### config.mk
export PLATFORM = sky130hd
export DESIGN_NAME = retire_monitor
export DESIGN_NICKNAME = d
export VERILOG_FILES = /design/src/rtl/retire_monitor.sv
export SDC_FILE = /design/constraint.sdc
export NUM_CORES = 1
export LEC_CHECK = 0
export BUFFER_PORTS_ARGS = -buffer_cell sky130_fd_sc_hd__buf_2
export CAP_MARGIN = 5
export CORE_ASPECT_RATIO = 0.75
export CORE_MARGIN = 2
export CORE_UTILIZATION = 50
export CTS_BUF_LIST = sky130_fd_sc_hd__clkbuf_8
export CTS_CLUSTER_DIAMETER = 30
export DETAILED_ROUTE_END_ITERATION = 7
export PLACE_DENSITY = 0.83
export SKIP_LAST_GASP = 1
export SLEW_MARGIN = 20
export SYNTH_ARGS = -nofsm -noshare
export SYNTH_HDL_FRONTEND = slang
export SYNTH_SLANG_ARGS = --single-unit
### constraint.sdc
create_clock -name clk -period 6.25 [get_ports clk]
set_input_delay 1.25 -clock clk [delete_from_list [all_inputs] [get_ports clk]]
set_output_delay 1.25 -clock clk [all_outputs]
set_load 0.01 [all_outputs]
### src/rtl/retire_monitor.sv
// retire_monitor: counts retired instructions, hands out per-channel order
// numbers, and watches for branch-to-self halt, watchdog timeout and
// malformed (non-contiguous) commit vectors.
module retire_monitor #(
   parameter int NRET    = 1,
   parameter int ORDER_W = 64,
   parameter int WDOG_W  = 32
) (
   input  logic                      clk,
   input  logic                      rst,
   input  logic [NRET-1:0]           commit,
   input  logic [NRET*32-1:0]        pc_rdata,
   input  logic [NRET*32-1:0]        pc_wdata,
   input  logic [WDOG_W-1:0]         wdog_limit,
   output logic [NRET*ORDER_W-1:0]   order,
   output logic [ORDER_W-1:0]        retired,
   output logic                      halt,
   output logic [31:0]               halt_pc,
   output logic                      timeout,
   output logic                      proto_err
);

   typedef enum logic [1:0] {
      RUN       = 2'd0,
      HALTED    = 2'd1,
      TIMED_OUT = 2'd2
   } state_t;

   state_t              state, state_nxt;
   logic [WDOG_W-1:0]   idle_cnt;
   logic [WDOG_W:0]     idle_inc;
   logic [2:0]          acc_cnt;
   logic                halt_hit;
   logic [31:0]         halt_pc_nxt;
   logic                gap_seen;
   logic                seen_zero;
   logic                stop;
   logic                wdog_expire;

   // Order numbers are a pure function of the running count.
   for (genvar i = 0; i < NRET; i++) begin : g_order
      assign order[i*ORDER_W +: ORDER_W] = retired + ORDER_W'(i);
   end

   // Scan channels oldest-first: accept the contiguous prefix, stop after the
   // first branch-to-self, flag any set bit sitting above a clear one.
   always_comb begin
      // NOTE: every variable gets a default before the loop so no path can
      // leave one unassigned and infer a latch.
      acc_cnt     = '0;
      halt_hit    = 1'b0;
      halt_pc_nxt = '0;
      gap_seen    = 1'b0;
      seen_zero   = 1'b0;
      stop        = 1'b0;
      for (int i = 0; i < NRET; i++) begin
         if (!commit[i]) begin
            seen_zero = 1'b1;
         end else if (seen_zero) begin
            gap_seen = 1'b1;
         end else if (!stop && state == RUN) begin
            acc_cnt = acc_cnt + 3'd1;
            if (pc_wdata[32*i +: 32] == pc_rdata[32*i +: 32]) begin
               halt_hit    = 1'b1;
               halt_pc_nxt = pc_rdata[32*i +: 32];
               stop        = 1'b1;
            end
         end
      end
   end

   // Watchdog fires when this idle cycle would reach the live limit.
   assign idle_inc    = {1'b0, idle_cnt} + {{WDOG_W{1'b0}}, 1'b1};
   assign wdog_expire = (state == RUN) && (acc_cnt == 3'd0) &&
                        (wdog_limit != '0) && (idle_inc >= {1'b0, wdog_limit});

   // Next-state: halt beats timeout; terminal states leave only through reset.
   always_comb begin
      state_nxt = state;
      case (state)
         RUN: begin
            if (halt_hit)         state_nxt = HALTED;
            else if (wdog_expire) state_nxt = TIMED_OUT;
         end
         default: state_nxt = state;
      endcase
   end

   // State register.
   always_ff @(posedge clk) begin
      // NOTE: clocked state uses non-blocking assignments so every register
      // samples pre-edge values regardless of statement order.
      if (rst) state <= RUN;
      else     state <= state_nxt;
   end

   // Counters, captured halt PC and sticky protocol error; frozen outside RUN.
   always_ff @(posedge clk) begin
      if (rst) begin
         retired   <= '0;
         idle_cnt  <= '0;
         halt_pc   <= '0;
         proto_err <= 1'b0;
      end else if (state == RUN) begin
         retired <= retired + ORDER_W'(acc_cnt);
         if (acc_cnt != 3'd0)      idle_cnt <= '0;
         else if (idle_cnt != '1)  idle_cnt <= idle_inc[WDOG_W-1:0];
         if (halt_hit)             halt_pc   <= halt_pc_nxt;
         if (gap_seen)             proto_err <= 1'b1;
      end
   end

   assign halt    = (state == HALTED);
   assign timeout = (state == TIMED_OUT);

endmodule

Word-level counts from Yosys, hierarchy flattened
Index checks and enable logic that the tools add are counted.
Operators by class
  add/sub/neg operators: 2
  magnitude comparators: 1
  equality and inequality tests: 4
  multiplexer cells: 11
  reductions and logical operators: 12
Operator list (count)
  $mux W32: 4
  $add A64 B3 Y64: 1
  $add A32 B1 Y33 const B: 1
  $ge A33 B32 Y1: 1
  $eq A32 B32 Y1: 1
  $ne A32 B32 Y1 const B: 1
  $reduce_bool A32 Y1: 1
  $reduce_and A2 Y1: 3
  $mux W1: 4
  $mux W2: 2
  $reduce_bool A2 Y1: 2
  $logic_and A1 B1 Y1: 3
  $logic_not A3 Y1: 1
  $mux W3: 1
  $reduce_bool A3 Y1: 1
  $eq A2 B1 Y1 const B: 1
  $eq A2 B2 Y1 const B: 1
  $logic_not A2 Y1: 1
Storage, ports and cells
  register bits after elaboration: 130
  output and inout bits: 163

Logic depth before layout (Yosys ltp)
Gate-level depths: netlist of the first run.
  word-level depth: 9
  gate-level depth with buffers: 14
  gate-level depth less buffers: 13

Worst setup path after synthesis of the first run
No wires, ideal clock.
  kind: input port to flip-flop
  from: in commit
  to: reg retired[29]
  library setup time: 0.070 ns
  arrival time: 2.924 ns
  data required time: 6.180 ns
  path slack: 3.255 ns
  stages on the path: 10
  buffers on the path: 2
  cell sequence: and2_1 > ha_1 > and2_1 > and4_1 > clkbuf_1 > and3_1 > buf_2 > nand3_1 > or3_1 > a21oi_1
Between the ends
  cells in the longest elaborated chain, start to end: 2
Ends and longest elaborated chain
  start: declaration: RTL line 11  | input logic [NRET-1:0] commit,
  $mux W3: RTL line 57  | if (!commit[i]) begin
  $add A64 B3 Y64: RTL line 105  | retired <= retired + ORDER_W'(acc_cnt);
  end signal: assignment: RTL line 105
  end: declaration: RTL line 16  | output logic [ORDER_W-1:0] retired,
No other way between the ends.
A chain may end at the register's enable or synchronous reset.

Worst setup path after layout of the first run
  from: reg idle_cnt[0]
  to: reg state[1]
Between the ends
  cells in the longest elaborated chain, start to end: 5
Ends and longest elaborated chain
  start: declaration: RTL line 30  | logic [WDOG_W-1:0] idle_cnt;
  start signal: assignment: RTL line 107  | else if (idle_cnt != '1) idle_cnt <= idle_inc[WDOG_W-1:0];
  $add A32 B1 Y33: RTL line 73  | assign idle_inc = {1'b0, idle_cnt} + {{WDOG_W{1'b0}}, 1'b1};
  $ge A33 B32 Y1: RTL line 75  | (wdog_limit != '0) && (idle_inc >= {1'b0, wdog_limit});
  $logic_and A1 B1 Y1: RTL line 75
  $reduce_bool A2 Y1 (no source line)
  $reduce_and A2 Y1 (no source line)
  end signal: assignment: RTL line 94  | else state <= state_nxt;
  end: declaration: RTL line 29  | state_t state, state_nxt;
No other way between the ends.

==> summary.md, run 1 <==
| Metric | Value |
|---|---|
| Status | completed |
| Clock sinks | 130 |
| Core area | 15000 sq um |
| Tightest Pin Transition | approximately 1.1 ns |
| CTS tree | built |
| Synth Net Count | around 1k |
| Vias | between 6k and 7k |
| Total Routing Usage GR | roughly 23% |
| Asr flop ratio synth | 0% |
| Synth cell types | 52 |
| Share of cells above drive strength 1 | 28.4% |
| Post-route cell area | 8890 sq um |
| Antenna Nets Post-Route | 0 |
| Top cells by area, synth | dfxtp_1 34%, xor2_1 6.6%, buf_4 6.5% |
| Footprint of the multi-input gates | 4200 sq um |
| Drt first pass iters | 5 |
| Final Critical Period | about 3.5 ns |
| Final Non-Filler Cells | ~1.3k |
| Die width | roughly 150 um |
| Leakage Power | 4.46 nW |
| CP bufs+invs | 0 |
| Top cell type's share of synthesized area | 34.2% |
| Sequential share of the synthesized area | 34.2% |
| Drt via density | 5.28 |
| CP Data Arrival Time | 3.82 ns |
| PortBufs | between 200 and 300 |
| Clk root buf | clkbuf_8 |
| Synth Cell Area | between 7000 and 8000 sq um |
| Initial Utilization | between 50% and 60% |
| Post-synth EDFFs | 0 |
| Placed Cells | 1261 |
| Synth Flop Type | dfxtp_1 |
| H-tree depth | 4 |
| Crit path capture type | flip-flop |
| Clk_lat worst skew | 0.43 ns |
| Pin count of the biggest net entering global routing | 102 |
| Mapped Cells | between 800 and 900 |
| Max cap viols | 0 |
| Syn_area_per_cell | 8.53 sq um |
| Clk slew on worst S/H paths | 0.08 ns |
| Routed Wire Length | approximately 19000 um |
| Final setup vio count | 0 |
| Die ar. | between 15000 and 20000 sq um |
| RSZ-0062 raised after global routing | no |
| Final count of hold timing violations | 0 |
| Placed cell areas | approximately 8500 sq um |
| Top-Level Pins | roughly 260 |
| Top delay family on crit path | simple AND/OR/NAND/NOR gates |
| WL/cell | ~15 um |
| Vias in the first global route | 6400 |
| Nets@finish | 1209 |
| Peak supply drop | approximately 120 uV |
| Fill cell count | ~1.3k |
| Final setup skew | 0.0131 ns |
| Synth-to-Final Area Change | 16.8% |
| Post CTS Setup Buffer Count | 0 |
| Cell taking the most area after synthesis | dfxtp_1 |
| Power density cells | ~180 nW/um^2 |
| HP Class | reg2reg |
| Post-CTS resize count | 0 |
| Fin crit share | between 50 and 60% |
| Setup CP Type | reg2reg |
| Critical Path Fanout Max | 7 |
| Worst path max stage delay | 0.53 ns |
| Initial antenna violation count | 0 |
| Crit-path cells | ha_1 > and3_1 > nand2_1 > nor3_1 > and3_1 > xor2_1 > ha_1 > nand4_1 > nor2_1 > a22oi_1 > a21oi_1 > o41a_1 |
| Std-Cell Rows | 39 |
| Diode count | 0 |
| Synth warn | 0 |
| DRT iter0 DRCs | 248 |
| Die H | around 110 um |
| Post-CTS Hold Fix Bufs | 0 |
| Drt drc | 0 |
| CTS Buf Count | 17 |
| Crit-path slowest cell | nor3_1 |
| Flops & latches, synth | 130 |
| Worst setup SP type | flip-flop |
| Reg area | 2600 sq um |
| Congestion Overflow GR | 0 |
| Slew margin rel. | between 20% and 30% |
| HPWL Detailed | between 10000 and 15000 um |
| Clock buffer depth | 2 |
| Req. time, crit path | 6.57 ns |
| GPL Wtd Cong | 0.872 |
| First-pass GRT wire length | 30700 um |
| Final max-slew violation count | 0 |
| TNS Setup | 0 ns |
| Max Clk Rate | ~0.29 GHz |
layer usage:
layer  GRT usage (%)  vias up  wire (um)
met5               0        -          0
li1                -     3419          -
met2            39.4      227       8990
met4            6.73        0        207
met1            29.2     3167       8520
met3            5.43       18       1060
per-stage QoR:
stage | power (mW) | util (%) | hold slack (ns) | setup slack, ns
2_1_floorplan | 0.918 | - | 0.466 | 3.26
5_1_grt | 1.67 | 59.1 | 0.522 | 2.47
4_1_cts | 1.61 | 59.1 | 0.500 | 2.79
3_5_place_dp | 0.972 | 56.7 | 0.481 | 2.58
6_report | 1.60 | 59.1 | 0.497 | 2.75
3_3_place_gp | 0.969 | 56.7 | 0.473 | 2.66
area by class of cell:
type | count | share of cell area, %
Clock inverter | 13 | 1.08
Tap cell | 205 | 2.89
Inverter | 37 | 1.56
Timing Repair Buffer | 264 | 15.0
Clock buffer | 19 | 2.94
Sequential cell | 130 | 29.3
Multi-Input combinational cell | 625 | 47.2
logic make-up after synthesis:
kind of cell | after synthesis | share of synthesized area [%]
simple gates | 338 | 23.4
other cells | 1 | 0.0493
fa+ha+maj | 35 | 5.76
compound gates | 104 | 8.46
mux | 35 | 4.61
flops | 130 | 34.2
xor+xnor | 112 | 12.9
buf+inv | 137 | 10.6
power by group:
part / switching (mW) / internal, mW / total [mW] / leakage (nW)
registers: 0.00509 / 0.831 / 0.836 / 1.05
clock network: 0.319 / 0.327 / 0.646 / 0.187
logic: 0.0633 / 0.0533 / 0.117 / 3.23
total: 0.388 / 1.21 / 1.60 / 4.46
worst register-to-register path, delay by kind of cell (launching register included):
kind	cells	cell delay, ns
simple gates	6	1.41
compound gates	3	0.67
fa+ha+maj	2	0.59
flops	1	0.50
xor+xnor	1	0.22
synthesized netlist by cell type, types with 2 or more instances:
cell type / n
a31oi_1: 14
nor2_1: 103
nor3_1: 14
nor2b_1: 2
and3_1: 18
or2_2: 3
o21ai_0: 18
or3_1: 15
and2_1: 7
dfxtp_1: 130
nand3_1: 42
buf_2: 5
buf_6: 5
nand4_1: 47
a21o_1: 5
nor3_2: 3
nand2b_1: 2
clkbuf_1: 24
a211oi_1: 2
nor4_4: 2
ha_1: 35
mux2i_1: 35
nor4_1: 10
xnor2_1: 55
buf_4: 66
xor2_1: 57
o21ai_1: 2
a21oi_1: 40
inv_1: 37
nand2_1: 47
and4_1: 12
or4_1: 2
a22o_1: 14
registers in the layout (all words and copies together) (netlist names):
register / flops
idle_cnt: 32
halt_pc: 32
retired: 64
state: 2
cells in the final DEF (no fill, tap or decap), types with 3 or more instances in the layout:
cell and n:
nand2_1 47, and4_1 12, a22o_1 14, nor2_1 103, nor3_1 14, dfxtp_1 130
clkinv_2 5, nor3_2 3, inv_1 40, buf_4 5, or2_2 3, and2_1 7
nor4_1 10, clkbuf_8 19, xnor2_1 55, a31oi_1 14, nand3_1 42, a21o_1 5
ha_1 35, or3_1 15, mux2i_1 35, clkinvlp_4 4, xor2_1 57, o21ai_0 18
and3_1 18, buf_2 259, nand4_1 47, a21oi_1 40
path summary, 6_finish.rpt:
| check | from | endpoint | slack, ns | cells past startpoint |
|---|---|---|---|---|
| worst max-delay path | idle_cnt[0] | state[1] | 2.75 | 12 |
| worst min-delay path | halt_pc[21] | halt_pc[21] | 0.50 | 2 |
| worst max register to register | idle_cnt[0] | state[1] | 2.75 | 12 |
| worst min register to register | halt_pc[21] | halt_pc[21] | 0.50 | 2 |
No activity file was read; power rests on OpenSTA's default activity.
==> inputs of run 2 (changes only) <==
--- a/config.mk
+++ b/config.mk
@@ -5,15 +5,16 @@
 export SDC_FILE = /design/constraint.sdc
 export NUM_CORES = 1
 export LEC_CHECK = 0
+export ABC_AREA = 1
 export BUFFER_PORTS_ARGS = -buffer_cell sky130_fd_sc_hd__buf_2
 export CAP_MARGIN = 5
 export CORE_ASPECT_RATIO = 0.75
 export CORE_MARGIN = 2
-export CORE_UTILIZATION = 50
+export CORE_UTILIZATION = 49
 export CTS_BUF_LIST = sky130_fd_sc_hd__clkbuf_8
 export CTS_CLUSTER_DIAMETER = 30
 export DETAILED_ROUTE_END_ITERATION = 7
-export PLACE_DENSITY = 0.83
+export PLACE_DENSITY = 0.82
 export SKIP_LAST_GASP = 1
 export SLEW_MARGIN = 20
 export SYNTH_ARGS = -nofsm -noshare
==> constraint.sdc (replaced) <==
create_clock -name clk -period 3.1 [get_ports clk]
set_input_delay 0.62 -clock clk [delete_from_list [all_inputs] [get_ports clk]]
set_output_delay 0.62 -clock clk [all_outputs]
set_load 0.01 [all_outputs]
==> run 2 against run 1 <==
- synthesized area is 20% higher
- die area grew 21%
- cell count up 46%
- critical path type unchanged
- clock skew rose by 0.0028 ns
- design area is 20% higher
- total power up 130%
- combinational power grew to 2.5 times the previous value
- clock power rose to 2.6 times the previous value
- highest routed layer unchanged
- flip-flop and latch count did not move
- clock-buffer cell count is the same
- routed wire length up 41%
==> summary.md, run 2 <==
| Metric | Value |
|---|---|
| Status | completed |
| Final count of hold timing violations | 0 (unchanged) |
| Placed Cells | 1860 (+48%) |
| Synth Net Count | 1572 (+53%) |
| Total Routing Usage GR | 26.5% (+3.4 points) |
| Drt drc | 0 (unchanged) |
| Most frequent cells in the layout | 342 x nand2_1, 260 x buf_2, 233 x nor2_1 |
| Flops & latches, synth | 130 (unchanged) |
| Seq pwr share | 46.2% (-6.1 points) |
| Sw Share | 25.4% (+1.1 points) |
| CTS tree | built |
| Top sig layer | met4 |
| Synth-to-Final Area Change | 16.6% |
| TNS Setup | 0 ns (unchanged) |
| NetSw | 923 uW (+140%) |
| Routed Wire Length | 26400 um (+41%) |
| RSZ-0062 raised after global routing | no |
| H-tree depth | 4 (unchanged) |
| CTS Buf Count | 17 (unchanged) |
| Drt via density | 5.14 (-2.7%) |
| M1 WL | 11900 um (+39%) |
| Sequential share of the synthesized area | 28.6% (-5.7 points) |
| Initial Utilization | 49.6% (-0.95 points) |
| Top cells by area, synth | dfxtp_1 29%, nand2_1 14%, nor2_1 9.7% |
| Die width | 161 um (+10%) |
| Vias in the first global route | 8569 (+34%) |
| Top-count cell post-synth | nand2_1 |
| Tightest Pin Transition | 1.05 ns (-0.0313 ns) |
| First-pass GRT wire length | 42100 um (+37%) |
| Worst setup SP type | flip-flop |
| WL/cell | 14.0 um (-3.8%) |
| Die ar. | 19700 sq um (+21%) |
| Mapped Cells | 1438 (+61%) |
| Syn_area_per_cell | 6.33 sq um (-26%) |
| CP Data Arrival Time | 3.15 ns (-0.67 ns) |
| Std-Cell Rows | 43 (+10%) |
| Max reg flops | 64 (unchanged) |
| Share of cells above drive strength 1 | 20.5% (-7.9 points) |
| Clk root buf | clkbuf_8 |
| Antenna Nets Post-Route | 0 (unchanged) |
| HPWL Detailed | 20500 um (+43%) |
| Combinational share of power | 8.1% (+0.8 points) |
| Congestion Overflow GR | 0 (unchanged) |
| Final setup skew | 0.0159 ns (+0.00278 ns) |
| Nets@finish | 1766 (+46%) |
| Max Clk Rate | 0.359 GHz (+26%) |
| Final setup vio count | 0 (unchanged) |
| Max cap viols | 0 (unchanged) |
| Hold slack | 0.473 ns (-0.0236 ns) |
| Critical Path Fanout Max | 5 (-2) |
| Asr flop ratio synth | 0% (unchanged) |
| Post CTS Setup Buffer Count | 0 (unchanged) |
| Synth warn | 0 (unchanged) |
| Final max-slew violation count | 0 (unchanged) |
| Req. time, crit path | 3.47 ns (-3.10 ns) |
| Metal3 WL | 2320 um (+120%) |
| Pin count of the biggest net entering global routing | 76 (-25%) |
| Clock sinks | 130 (unchanged) |
| Post-synth EDFFs | 0 (unchanged) |
| Largest register by flop count | retired |
| Synth Cell Area | 9110 sq um (+20%) |
| Clock buffer depth | 2 (unchanged) |
| Power density cells | 342 nW/um^2 (+90%) |
| Largest regs | retired: 64 flops, halt_pc: 32 flops, idle_cnt: 32 flops |
| Leakage Power | 5.03 nW (+13%) |
| Drt first pass iters | 5 (unchanged) |
| Diode count | 0 (unchanged) |
| Initial antenna violation count | 0 (unchanged) |
| Peak supply drop | 231 uV (+99%) |
| Top cell type's share of synthesized area | 28.6% (-5.7 points) |
| Synth top cells by count | 343 x nand2_1, 235 x nor2_1, 181 x inv_1 |
| Clk_lat worst skew | 0.46 ns (+0.03 ns) |
| Cell taking the most area after synthesis | dfxtp_1 |
| Met2 routed WL | 11800 um (+31%) |
| GPL Wtd Cong | 0.993 (+14%) |
| Vias | 9724 (+42%) |
| Clock power frac | 45.7% (+5.3 points) |
| Final Non-Filler Cells | 1892 (+46%) |
| Core area | 18300 sq um (+22%) |
| Power Internal | 2.71 mW (+120%) |
| Most common cell after layout, fill and taps aside | nand2_1 |
| Crit path capture type | flip-flop |
| Synth Flop Type | dfxtp_1 |
| Final Critical Period | 2.78 ns (-0.718 ns) |
| Die H | 122 um (+10%) |
| Clk slew on worst S/H paths | 0.09 ns (about the same) |
| DRT iter0 DRCs | 811 (+230%) |
| Pwr Total | 3.64 mW (+130%) |
| PortBufs | 260 (unchanged) |
| Setup CP Type | reg2reg |
| HP Class | reg2reg |
| Fin crit share | 89.8% (+34 points) |
| Synth cell types | 37 (-29%) |
| Fin util | 57.9% (-1.2 points) |
| Slew margin rel. | 29.8% (+2.1 points) |
| Top-Level Pins | 262 (unchanged) |
## run 2: cell types whose count changed in the layout (fill, tap and decap cells not counted), moves of 27 or more
cell,change
nand2_1,+295
a21oi_1,+42
nor2_1,+130
inv_1,+141
nand3b_1,+30
nor3_1,+40
mux2i_1,-35
nand4_1,-27
xnor2_1,-31
nand3_1,+32
## run 2: metal layers
| layer | vias up | global-route usage [%] |
|---|---|---|
| li1 | 4865 | - |
| met1 | 4373 | 35.7 |
| met2 | 451 | 43.3 |
| met3 | 35 | 4.77 |
| met4 | 0 | 8.15 |
| met5 | - | 0 |
## run 2: path summary, 6_finish.rpt
kind / slack (ns) / depth (start not counted) / end / startpoint
max: 0.32 / 18 / state[1] / idle_cnt[8]
max reg2reg: 0.32 / 18 / state[1] / idle_cnt[8]
min: 0.47 / 2 / halt_pc[26] / halt_pc[26]
min reg2reg: 0.47 / 2 / halt_pc[26] / halt_pc[26]
## run 2: cell families (layout without fill, tap and decap cells)
| logic type | count (synthesis) | count (layout) | synth area share [%] |
|---|---|---|---|
| buffers and inverters | 280 | 487 | 14.6 |
| xor gates and xnor gates | 65 | 65 | 6.25 |
| other | 1 | 1 | 0.0412 |
| adders and majority gates | 35 | 35 | 4.81 |
| DFF | 130 | 130 | 28.6 |
| and+or+nand+nor | 805 | 805 | 38.9 |
| AOI/OAI and AO/OA | 122 | 122 | 6.88 |
## run 2: per-stage QoR
stage / setup slack, ns / area (sq um)
6_report: 0.317 / 10600
5_1_grt: 0.0321 / 10600
4_1_cts: 0.160 / 10600
3_5_place_dp: 0.190 / 10200
3_3_place_gp: 0.280 / 10200
2_1_floorplan: 0.612 / 9110
## run 2: layout make-up
cell class | instances | area [sq um]
Inverter | 185 | 694
Tap cell | 247 | 309
Fill cell | 1800 | 7720
Timing Repair Buffer | 270 | 1380
Clock buffer | 19 | 262
Multi-Input combinational cell | 1028 | 5200
Sequential cell | 130 | 2600
Clock inverter | 13 | 181
## run 2: repair_timing
item                       in CTS  in global routing
resized for setup               0                  4
hold buffers                    0                  0
setup endpoints to repair       0                  1
## run 2: power groups by stage
stage / Clock [mW] / Combinational [mW] / Sequential [mW]
6_report: 1.66 / 0.295 / 1.68
5_1_grt: 1.75 / 0.330 / 1.68
4_1_cts: 1.68 / 0.294 / 1.68
3_5_place_dp: 0 / 0.292 / 1.72
3_3_place_gp: 0 / 0.286 / 1.72
2_1_floorplan: 0 / 0.165 / 1.72
## run 2: worst max-delay path, stage by stage, from the launching register on
cell	delay, ns
dfxtp_1	0.41
nand2_1	0.11
nor3_1	0.22
nand2_1	0.24
nor3_4	0.36
nand2_1	0.09
nand2_1	0.07
nand2_1	0.08
ha_1	0.29
nand2_1	0.06
nor2_1	0.17
nand2_1	0.07
nor2_1	0.12
nand2_1	0.06
nand3_1	0.06
nor2_1	0.04
nand2_1	0.06
nand2_1	0.05
a21oi_1	0.14
==> inputs of run 3 (changes only) <==
--- a/config.mk
+++ b/config.mk
@@ -15,6 +15,7 @@
 export CTS_CLUSTER_DIAMETER = 30
 export DETAILED_ROUTE_END_ITERATION = 7
 export PLACE_DENSITY = 0.82
+export REMOVE_ABC_BUFFERS = 1
 export SKIP_LAST_GASP = 1
 export SLEW_MARGIN = 20
 export SYNTH_ARGS = -nofsm -noshare
==> run 3 against run 2 <==
- combinational power grew 3%
- cell count is essentially flat
- clock-buffer cell count grew 1
- largest cell class unchanged
- design area shrank 0.49%
- highest routed layer unchanged
- critical path type unchanged
==> summary.md, run 3 (synthesized netlist as in run 2, its figures left out) <==
| Metric | Value |
|---|---|
| Status | completed |
| Post-CTS Hold Fix Bufs | 0 (unchanged) |
| Most common cell after layout, fill and taps aside | nand2_1 |
| DRT iter0 DRCs | 826 (+1.8%) |
| Worst path max stage delay | 0.38 ns (-0.03 ns) |
| TNS Setup | 0 ns (unchanged) |
| Met2 usage | 44.9% (+1.6 points) |
| Placed cell areas | 10200 sq um (-0.15%) |
| Met1 usage | 37.4% (+1.7 points) |
| Initial Utilization | 49.6% (unchanged) |
| Core area | 18300 sq um (unchanged) |
| Drt first pass iters | 6 (+1) |
| Vias | 9819 (+0.98%) |
| H-tree depth | 4 (unchanged) |
| Power density cells | 327 nW/um^2 (-4.5%) |
| GR Layer Usage met3 | 5.28% (+0.51 points) |
| Most frequent cells in the layout | 343 x nand2_1, 260 x buf_2, 233 x nor2_1 |
| Drt via density | 5.19 (+0.92%) |
| Peak supply drop | 199 uV (-14%) |
| Clk_lat worst skew | 0.45 ns (about the same) |
| Largest register by flop count | retired |
| Hold slack | 0.480 ns (+0.00653 ns) |
| Std-Cell Rows | 43 (unchanged) |
| Max Clk Rate | 0.353 GHz (-1.7%) |
| Worst Setup SP | idle_cnt[0] |
| RR Endpoint | state[1] |
| Most common cell on crit path | nand2_1 |
| HP Class | reg2reg |
| HPWL Detailed | 21200 um (+3.6%) |
| R2r worst-path depth | 20 (+2) |
| Clk slew on worst S/H paths | 0.09 ns (about the same) |
| CP Data Arrival Time | 3.21 ns (+0.06 ns) |
| Vias in the first global route | 8807 (+2.8%) |
| Diode count | 0 (unchanged) |
| Share of cells above drive strength 1 | 20.3% (-0.26 points) |
| Congestion Overflow GR | 0 (unchanged) |
| R2R Setup Slk | 0.27 ns (-0.05 ns) |
| Max cap viols | 0 (unchanged) |
| Final count of hold timing violations | 0 (unchanged) |
| Final Critical Period | 2.83 ns (+0.0485 ns) |
| Worst setup margin | 0.268 ns (-0.0485 ns) |
| Post-Place Setup Slack | 0.151 ns (-0.0393 ns) |
| Fill cell count | 1768 (-1.8%) |
| CTS Buf Count | 17 (unchanged) |
| Leakage Power | 5.01 nW (-0.37%) |
| Total Routing Usage GR | 27.6% (+1.1 points) |
| Clock buffer depth | 2 (unchanged) |
| Initial antenna violation count | 0 (unchanged) |
| Drt drc | 0 (unchanged) |
| Fin crit share | 91.3% (+1.6 points) |
| FF-to-FF Start | idle_cnt[0] |
| Crit path capture type | flip-flop |
| Die H | 122 um (unchanged) |
| Max reg flops | 64 (unchanged) |
| Routed Wire Length | 27400 um (+3.8%) |
| Setup CP Type | reg2reg |
| Pin count of the biggest net entering global routing | 76 (unchanged) |
| Top-Level Pins | 262 (unchanged) |
| Slew margin rel. | 28.3% (-1.5 points) |
| Crit-path slowest cell | dfxtp_1 |
| WL/cell | 14.5 um (+3.7%) |
| Crit-path cells | ha_1 > nand2_1 > nor2_2 > nand2_2 > nor2_4 > nand2_1 > nor2_1 > xor2_1 > inv_1 > ha_1 > nand2_1 > nor2_1 > nand2_1 > nor2_1 > nand2_1 > nand3_1 > nor2_1 > nand2_1 > nand2_1 > a21oi_1 |
| Clk root buf | clkbuf_8 |
| Nets@finish | 1767 (+0.057%) |
| Post-route cell area | 10600 sq um (-0.49%) |
| Antenna Nets Post-Route | 0 (unchanged) |
| Pwr Total | 3.46 mW (-4.9%) |
| CTS tree | built |
| Synth-to-Final Area Change | 16.1% |
| Final setup vio count | 0 (unchanged) |
| Req. time, crit path | 3.48 ns (about the same) |
| Worst setup SP type | flip-flop |
| PortBufs | 260 (unchanged) |
| Clock sinks | 130 (unchanged) |
| Die width | 161 um (unchanged) |
| Crit path capture | state[1] |
| GPL Wtd Cong | 0.951 (-4.3%) |
| Final setup skew | 0.0185 ns (+0.00260 ns) |
| First-pass GRT wire length | 43600 um (+3.7%) |
| Die ar. | 19700 sq um (unchanged) |
| Tightest Pin Transition | 1.07 ns (+0.0210 ns) |
| Final max-slew violation count | 0 (unchanged) |
| RSZ-0062 raised after global routing | no |
| Largest regs | retired: 64 flops, halt_pc: 32 flops, idle_cnt: 32 flops |
| Global route hottest layer | met2 |
| Critical Path Fanout Max | 4 (-1) |
run 3: cell count changes in the layout (fill, tap and decap cells not counted), moves of 2 or more:
cell | before | now
inv_6 | 2 | 0
clkinvlp_4 | 2 | 4
bufinv_16 | 4 | 2
inv_1 | 181 | 184
run 3: how the worst min path moves through the flow:
stage | startpoint | end | slack (ns) | depth (start not counted)
3_3_place_gp | halt_pc[22] | halt_pc[22] | 0.45 | 2
3_5_place_dp | halt_pc[22] | halt_pc[22] | 0.46 | 2
4_1_cts | halt_pc[22] | halt_pc[22] | 0.48 | 2
2_1_floorplan | idle_cnt[1] | idle_cnt[1] | 0.46 | 2
5_1_grt | halt_pc[10] | halt_pc[10] | 0.51 | 2
6_report | halt_pc[4] | halt_pc[4] | 0.48 | 2
run 3: repair_timing:
action                                  CTS  global route
hold endpoints to repair                  0             0
buffers inserted                          0             3
endpoints found under the setup margin    0             1
gates resized for setup                   0             1
run 3: layout make-up:
type,count,area [sq um],area share [%]
Multi-Input combinational cell,1028,5190,49.1
Tap cell,247,309,2.92
Sequential cell,130,2600,24.6
Timing Repair Buffer,271,1380,13.1
Clock buffer,20,275,2.60
Clock inverter,12,116,1.10
Inverter,185,694,6.57
run 3: report_power, final:
part,switching [mW],internal (mW)
logic,0.182,0.121
registers,0.00641,1.67
clock network,0.710,0.765
total,0.898,2.56
run 3: routing by layer:
layer | up-vias | share of wire (%) | wire length [um]
li1 | 4870 | - | -
met1 | 4459 | 46 | 12500
met2 | 454 | 45 | 12300
met3 | 36 | 8.3 | 2280
met4 | 0 | 1.3 | 368
met5 | - | 0 | 0
run 3: metrics by stage:
stage / utilization [%] / std cells
2_1_floorplan: - / 1343
3_3_place_gp: 55.4 / 1858
3_5_place_dp: 55.4 / 1858
4_1_cts: 57.5 / 1890
5_1_grt: 57.6 / 1893
6_report: 57.6 / 1893
run 3: critical path, delay by kind of cell, from the launching register on:
| kind | cells | cell delay, ns |
|---|---|---|
| compound gates | 1 | 0.11 |
| xor+xnor | 1 | 0.18 |
| fa+ha+maj | 2 | 0.48 |
| buf+inv | 1 | 0.09 |
| flops | 1 | 0.38 |
| simple gates | 15 | 1.52 |
